<file path="config.mk">
export PLATFORM = sky130hd
export DESIGN_NAME = usb_ls_rx
export DESIGN_NICKNAME = d
export VERILOG_FILES = /design/src/rtl/usb_ls_pkg.sv /design/src/rtl/usb_crc16.sv /design/src/rtl/usb_ls_rx.sv
export SDC_FILE = /design/constraint.sdc
export NUM_CORES = 1
export LEC_CHECK = 0
export ABC_AREA = 0
export CAP_MARGIN = 25
export CORE_ASPECT_RATIO = 0.75
export CORE_MARGIN = 2
export CORE_UTILIZATION = 58
export DETAILED_ROUTE_END_ITERATION = 10
export PLACE_DENSITY = 0.87
export SYNTH_ARGS = -nofsm -noshare
export SYNTH_HDL_FRONTEND = slang
export SYNTH_SLANG_ARGS = --single-unit
</file>
<file path="constraint.sdc">
create_clock -name clk -period 3.5 [get_ports clk]
set_input_delay 1.05 -clock clk [delete_from_list [all_inputs] [get_ports clk]]
set_output_delay 1.05 -clock clk [all_outputs]
set_load 0.02 [all_outputs]
</file>
<file path="src/rtl/usb_ls_pkg.sv">
// Shared definitions for the low-speed USB receive path.
//   LS_J / LS_K / LS_SE0  : synchronised {dp,dm} line-state encodings
//   rx_state_t            : receiver FSM states
//   CRC16_POLY/RESIDUE    : USB data CRC16 generator and good-packet residue
//   PID_DATA0 / PID_DATA1 : data packet identifiers
//   crc16_step            : one serial CRC16 update, LSB-first bit stream
package usb_ls_pkg;

  localparam logic [1:0] LS_J   = 2'b01;
  localparam logic [1:0] LS_K   = 2'b10;
  localparam logic [1:0] LS_SE0 = 2'b00;

  typedef enum logic [2:0] {IDLE, SYNC, DATA, EOP, ERR} rx_state_t;

  localparam logic [15:0] CRC16_POLY    = 16'h8005;
  localparam logic [15:0] CRC16_RESIDUE = 16'h800D;

  localparam logic [7:0] PID_DATA0 = 8'hC3;
  localparam logic [7:0] PID_DATA1 = 8'h4B;

  function automatic logic [15:0] crc16_step(input logic [15:0] crc, input logic bit_in);
    logic fb;
    fb = crc[15] ^ bit_in;
    return {crc[14:0], 1'b0} ^ (fb ? CRC16_POLY : 16'h0000);
  endfunction

endpackage

</file>
<file path="src/rtl/usb_crc16.sv">
// Serial CRC16 (USB data CRC) accumulator.
//   clk, reset_n : clock, asynchronous active-low reset
//   clear        : preset register to all ones
//   bit_en       : advance the CRC by one bit
//   bit_in       : data bit (bits arrive LSB-first per byte)
//   crc          : current register contents
module usb_crc16 (
  input  logic        clk,
  input  logic        reset_n,
  input  logic        clear,
  input  logic        bit_en,
  input  logic        bit_in,
  output logic [15:0] crc
);
  import usb_ls_pkg::*;

  always_ff @(posedge clk or negedge reset_n) begin
    if (!reset_n)    crc <= '1;
    else if (clear)  crc <= '1;
    else if (bit_en) crc <= crc16_step(crc, bit_in);
  end

endmodule

</file>
<file path="src/rtl/usb_ls_rx.sv">
// Low-speed USB receiver front-end, 8x oversampled from the 12 MHz PLL clock.
// Synchronises D+/D-, recovers bit timing, detects SYNC, NRZI-decodes,
// destuffs, assembles LSB-first bytes and detects EOP.
//   clk, reset_n : 12 MHz clock, asynchronous active-low reset
//   rx_en        : receiver enable; low forces IDLE and discards the packet
//   dp, dm       : asynchronous pad inputs
//   rx_data      : received byte, valid with rx_valid
//   rx_valid     : 1-cycle byte strobe
//   rx_active    : high from SYNC accept to EOP / abort
//   rx_eop       : 1-cycle end-of-packet strobe
//   rx_err       : 1-cycle stuff-error or partial-byte strobe
//   line_state   : synchronised {dp,dm}
//   rx_crc_ok    : CRC16 residue check, valid with rx_eop
// Build option: define USB_LS_RX_CRC_EN to include the CRC16 checker;
// otherwise rx_crc_ok is tied low.
module usb_ls_rx #(
  parameter int OVERSAMPLE    = 8,
  parameter int SAMPLE_PHASE  = 4,
  parameter int SYNC_MIN_ZERO = 3
) (
  input  logic       clk,
  input  logic       reset_n,
  input  logic       rx_en,
  input  logic       dp,
  input  logic       dm,
  output logic [7:0] rx_data,
  output logic       rx_valid,
  output logic       rx_active,
  output logic       rx_eop,
  output logic       rx_err,
  output logic [1:0] line_state,
  output logic       rx_crc_ok
);
  import usb_ls_pkg::*;

  localparam int PW = (OVERSAMPLE > 1) ? $clog2(OVERSAMPLE) : 1;

  logic          dp_meta, dm_meta;
  logic [1:0]    ls_prev;
  logic [PW-1:0] phase, phase_eff;
  logic          ls_j, ls_k, is_jk, jk_edge, sample, dec, stuff_slot, sync_ok, eop_end;

  rx_state_t     state;
  logic [1:0]    prev_sym;
  logic [3:0]    zero_cnt;
  logic [2:0]    ones_cnt, bit_cnt, se0_cnt;
  logic [7:0]    shreg;
  logic          seen_se0;

  // Synchroniser resets to J so the idle bus looks idle straight out of reset.
  always_ff @(posedge clk or negedge reset_n) begin
    if (!reset_n) begin
      dp_meta    <= 1'b0;
      dm_meta    <= 1'b1;
      line_state <= LS_J;
      ls_prev    <= LS_J;
      phase      <= '0;
    end else begin
      dp_meta    <= dp;
      dm_meta    <= dm;
      line_state <= {dp_meta, dm_meta};
      ls_prev    <= line_state;
      phase      <= (phase_eff == PW'(OVERSAMPLE - 1)) ? '0 : phase_eff + 1'b1;
    end
  end

  always_comb begin
    ls_j       = (line_state == LS_J);
    ls_k       = (line_state == LS_K);
    is_jk      = ls_j | ls_k;
    // Only J<->K transitions realign; SE0 edges carry no bit timing.
    jk_edge    = (ls_j && ls_prev == LS_K) || (ls_k && ls_prev == LS_J);
    phase_eff  = jk_edge ? '0 : phase;
    sample     = (phase_eff == PW'(SAMPLE_PHASE));
    dec        = (line_state == prev_sym);
    stuff_slot = (ones_cnt == 3'd6);
    sync_ok    = (zero_cnt >= 4'(SYNC_MIN_ZERO));
    // Packet end: J after SE0, or the fifth consecutive SE0 sample (bus reset).
    eop_end    = rx_en && sample && (state == EOP) &&
                 (ls_j || (!is_jk && se0_cnt == 3'd4));
  end

  always_ff @(posedge clk or negedge reset_n) begin
    if (!reset_n) begin
      state     <= IDLE;
      prev_sym  <= LS_J;
      zero_cnt  <= '0;
      ones_cnt  <= '0;
      bit_cnt   <= '0;
      se0_cnt   <= '0;
      shreg     <= '0;
      seen_se0  <= 1'b0;
      rx_data   <= '0;
      rx_valid  <= 1'b0;
      rx_active <= 1'b0;
      rx_eop    <= 1'b0;
      rx_err    <= 1'b0;
    end else begin
      rx_valid <= 1'b0;
      rx_eop   <= 1'b0;
      rx_err   <= 1'b0;
      if (!rx_en) begin
        state     <= IDLE;
        prev_sym  <= LS_J;
        rx_active <= 1'b0;
        zero_cnt  <= '0;
        ones_cnt  <= '0;
        bit_cnt   <= '0;
      end else if (sample) begin
        unique case (state)
          IDLE: begin
            if (ls_k) begin
              state    <= SYNC;
              prev_sym <= LS_K;
              zero_cnt <= 4'd1;   // first K against idle J decodes as 0
            end
          end
          SYNC: begin
            if (!is_jk) begin
              state    <= IDLE;
              prev_sym <= LS_J;
            end else begin
              prev_sym <= line_state;
              if (!dec) begin
                if (zero_cnt != 4'hF) zero_cnt <= zero_cnt + 4'd1;
              end else if (sync_ok) begin
                state     <= DATA;
                rx_active <= 1'b1;
                ones_cnt  <= '0;
                bit_cnt   <= '0;
              end else begin
                state    <= IDLE;
                prev_sym <= LS_J;
              end
            end
          end
          DATA: begin
            if (!is_jk) begin
              state   <= EOP;
              se0_cnt <= 3'd1;
            end else begin
              prev_sym <= line_state;
              if (stuff_slot) begin
                if (dec) begin
                  state     <= ERR;
                  rx_err    <= 1'b1;
                  rx_active <= 1'b0;
                  seen_se0  <= 1'b0;
                end else begin
                  ones_cnt <= '0;
                end
              end else begin
                ones_cnt <= dec ? ones_cnt + 3'd1 : 3'd0;
                shreg    <= {dec, shreg[7:1]};
                bit_cnt  <= bit_cnt + 3'd1;
                if (bit_cnt == 3'd7) begin
                  rx_data  <= {dec, shreg[7:1]};
                  rx_valid <= 1'b1;
                end
              end
            end
          end
          EOP: begin
            if (eop_end) begin
              state     <= IDLE;
              prev_sym  <= LS_J;
              rx_eop    <= 1'b1;
              rx_active <= 1'b0;
              rx_err    <= (bit_cnt != 3'd0);
            end else if (!is_jk) begin
              se0_cnt <= se0_cnt + 3'd1;
            end
          end
          ERR: begin
            if (!is_jk) begin
              seen_se0 <= 1'b1;
            end else if (seen_se0 && ls_j) begin
              state    <= IDLE;
              prev_sym <= LS_J;
            end
          end
          default: state <= IDLE;
        endcase
      end
    end
  end

`ifdef USB_LS_RX_CRC_EN
  logic        crc_clr, crc_bit_en, pid_seen;
  logic [15:0] crc;

  assign crc_clr    = rx_en && sample && (state == SYNC) && is_jk && dec && sync_ok;
  assign crc_bit_en = rx_en && sample && (state == DATA) && is_jk && !stuff_slot && pid_seen;

  // The PID byte strobe arrives well before the next bit sample, so it
  // safely gates the CRC onto the bits that follow the PID.
  always_ff @(posedge clk or negedge reset_n) begin
    if (!reset_n)      pid_seen <= 1'b0;
    else if (crc_clr)  pid_seen <= 1'b0;
    else if (rx_valid) pid_seen <= 1'b1;
  end

  usb_crc16 u_crc16 (
    .clk     (clk),
    .reset_n (reset_n),
    .clear   (crc_clr),
    .bit_en  (crc_bit_en),
    .bit_in  (dec),
    .crc     (crc)
  );

  always_ff @(posedge clk or negedge reset_n) begin
    if (!reset_n) rx_crc_ok <= 1'b0;
    else          rx_crc_ok <= eop_end && (crc == CRC16_RESIDUE);
  end
`else
  assign rx_crc_ok = 1'b0;
`endif

endmodule

</file>
==> metrics.txt <==
WP data required=3690 ps; setup bufs post-CTS=0; CP arrival=between 3000 and 4000 ps; tightest hold margin=354 ps; Max-cap violations=0; Tmin final=2940 ps; Crit path buffers/inverters=0; Mapped Area=2480 sq um; Most used DFF post-synth=dfrtp_1; share of cells above drive strength 1=~16%; Die Ht=~60 um; CTS root buffer=clkbuf_8; largest net degree at the start of global routing=48; clock skew=7.25 ps; DR DRC count=0; worst vdd ir=~0.00022 V; status=finished, final reports clean; 1st-pass router iterations=4; syn_nets=~260; clock buffer depth=2; part of the cycle the worst path needs=about 84%; Clk pin slew, worst setup/hold paths=80 ps; die area=4830 sq um; CP Capture Type=flop; Remaining Overflow, GRT=0; max_slew headroom=55.7%; register area share after synthesis=47.6%; Final Hold Fails=0; CP Launch Type=flop; most frequent cells in the layout=dfrtp_1 (43), nand2_1 (37), clkdlybuf4s50_1 (17); placed cell count=302; P&R area growth vs syn=13.6%; HP Class=reg -> reg; CP cell instances=ha_1 > nand3b_1 > and2_2 > nand2_1 > ha_1 > nand2_1 > nand4b_1 > a21oi_1 > a21boi_0 > o21a_1; Routed Antenna Nets=0; Mean Syn Cell Area=10.4 sq um; vias in the first global route=~1700; Worst-Skew Late Latency=300 ps; initial DRC count=199; CTS buffer count=5; final wirelength=5010 um; clock tree sinks=47; Layout fillers=309; FP Rows=20; Total Routing Usage GR=about a quarter; hold-fix buffers at CTS=0; Slew Limit Fails=0; commonest non-fill, non-tap cell in the layout=dfrtp_1; Setup-failing EPs final=0; critical path type=reg -> reg; reg2reg setup slack=about 560 ps; delay of the slowest critical-path stage=~580 ps; unrepaired setup endpoints after global routing=false; Vias/cell=5.90; Post-synth ARST share=between 90% and 100%; chip width=between 70 and 80 um; Yosys warning count=0; slowest CP cell=dfstp_2; Starting Density=approximately three fifths; multi-input logic area=1200 sq um; register area=1180 sq um; Unique masters post-synth=59; I/O pin count=20; port bufs=18; Largest delay share family, worst path=simple AND/OR/NAND/NOR gates; ant diodes=0; worst-path fanout max=8; Util after Layout=approximately 69%; routed len/inst=roughly 16 um; fmax=0.340 GHz; final std cells w/o fill=approximately 310; vias after detailed routing=1836; global placement routability congestion=between 0.9 and 1; CTS tree=yes; initial antenna violation count=0; H-tree Lvls=2; Post-synth EDFFs=0; post-route setup TNS=0 ps; first-pass GRT wire length=8490 um; fin nets=272; cell count after synthesis=238; post-CTS resize count=0; Worst-Margin Slew=approximately 660 ps; Core ar.=4080 sq um; leak pwr=1.28 nW; #FFs+latches synth=between 40 and 50; Power Density=between 400 and 500 nW/um^2; dpl hpwl=3380 um
cell usage after synthesis, types with 2 or more instances:
| master | instances | share of area, % |
|---|---|---|
| buf_4 | 3 | 0.91 |
| a22o_1 | 2 | 0.71 |
| xor2_1 | 2 | 0.71 |
| o31ai_1 | 3 | 0.91 |
| a211oi_1 | 2 | 0.60 |
| nor3_1 | 7 | 1.4 |
| nor4_1 | 2 | 0.50 |
| nor3b_1 | 4 | 1.2 |
| and4b_1 | 2 | 0.81 |
| nand4_1 | 4 | 1.0 |
| a21boi_0 | 2 | 0.60 |
| o21a_1 | 4 | 1.2 |
| mux2_2 | 11 | 5.0 |
| nor2_1 | 10 | 1.5 |
| nand3_1 | 4 | 0.81 |
| a211o_1 | 2 | 0.71 |
| nand2b_1 | 3 | 0.76 |
| or4b_1 | 2 | 0.81 |
| dfstp_2 | 4 | 4.2 |
| dfrtp_1 | 43 | 43 |
| o21ai_0 | 5 | 1.0 |
| inv_1 | 13 | 2.0 |
| a31o_2 | 2 | 0.71 |
| a21oi_1 | 7 | 1.4 |
| ha_1 | 12 | 6.0 |
| o211ai_1 | 2 | 0.60 |
| nand2_1 | 37 | 5.6 |
| buf_2 | 3 | 0.60 |
| a32o_1 | 3 | 1.2 |
| clkbuf_1 | 4 | 0.60 |
| mux2i_1 | 2 | 0.81 |
| nand3b_1 | 3 | 0.91 |
| nor2b_1 | 2 | 0.50 |
| xnor2_1 | 2 | 0.71 |
report_power, final:
group | internal [mW] | total (mW) | switching, mW | leakage (nW)
clock network | 0.231 | 0.411 | 0.180 | 0.0612
registers | 0.577 | 0.615 | 0.0376 | 0.619
logic | 0.0899 | 0.228 | 0.138 | 0.596
stage by stage:
step	worst slack (ps)	instance area [sq um]	total power, mW
floorplan	816	2480	0.790
global placement	548	2680	0.839
detailed placement	478	2680	0.846
CTS	572	2800	1.25
global route	291	2820	1.31
finish	558	2820	1.25
worst register-to-register path, delay by kind of cell, from the launching register on:
kind / cells / cell delay, ps
simple gates: 5 / 930
compound gates: 3 / 890
flops: 1 / 580
fa+ha+maj: 2 / 430
flip-flops by register name (all words and copies together) (netlist names):
signal,count
line_state,2
rx_data,8
rx_active,1
prev_sym,2
shreg,7
ls_prev,2
rx_valid,1
state,3
seen_se0,1
rx_eop,1
bit_cnt,3
zero_cnt,4
se0_cnt,3
dm_meta,1
phase,3
dp_meta,1
ones_cnt,3
rx_err,1
layer usage:
metal / GRT usage [%] / part of all wire, % / vias up
met4: 6.90 / 1.1 / 0
met1: 33.2 / 47 / 890
met5: 0 / 0 / -
met2: 36.5 / 46 / 53
li1: - / - / 885
met3: 5.80 / 5.7 / 8
kinds of logic after synthesis:
group | after synthesis | synth area share [%]
AOI/OAI and AO/OA | 44 | 13.7
buffers and inverters | 24 | 4.23
and+or+nand+nor | 93 | 21.2
muxes | 13 | 5.79
xor gates and xnor gates | 4 | 1.41
other | 1 | 0.151
DFF | 47 | 47.6
adders and majority gates | 12 | 6.05
layout make-up:
| type | count | share of cell area (%) |
|---|---|---|
| multi-input cells | 167 | 42.5 |
| flip-flops and latches | 47 | 41.9 |
| repair buffers | 20 | 7.19 |
| clock buffers | 6 | 2.93 |
| well taps | 55 | 2.44 |
| inverters | 14 | 1.86 |
| clock inverters | 2 | 1.24 |
path summary, 6_finish.rpt:
check	from	to	cells past startpoint
max in group asynchronous	reset_n	prev_sym[0]$_DFFE_PN1P_	2
worst max-delay path	line_state[0]$_DFF_PN1_	zero_cnt[2]$_DFFE_PN0P_	10
min in group asynchronous	reset_n	se0_cnt[0]$_DFFE_PN0P_	1
worst min register to register	dp_meta$_DFF_PN0_	line_state[1]$_DFF_PN0_	0
worst min-delay path	dp_meta$_DFF_PN0_	line_state[1]$_DFF_PN0_	0
worst max register to register	line_state[0]$_DFF_PN1_	zero_cnt[2]$_DFFE_PN0P_	10
Note: power is estimated with default switching activity, not from simulation.
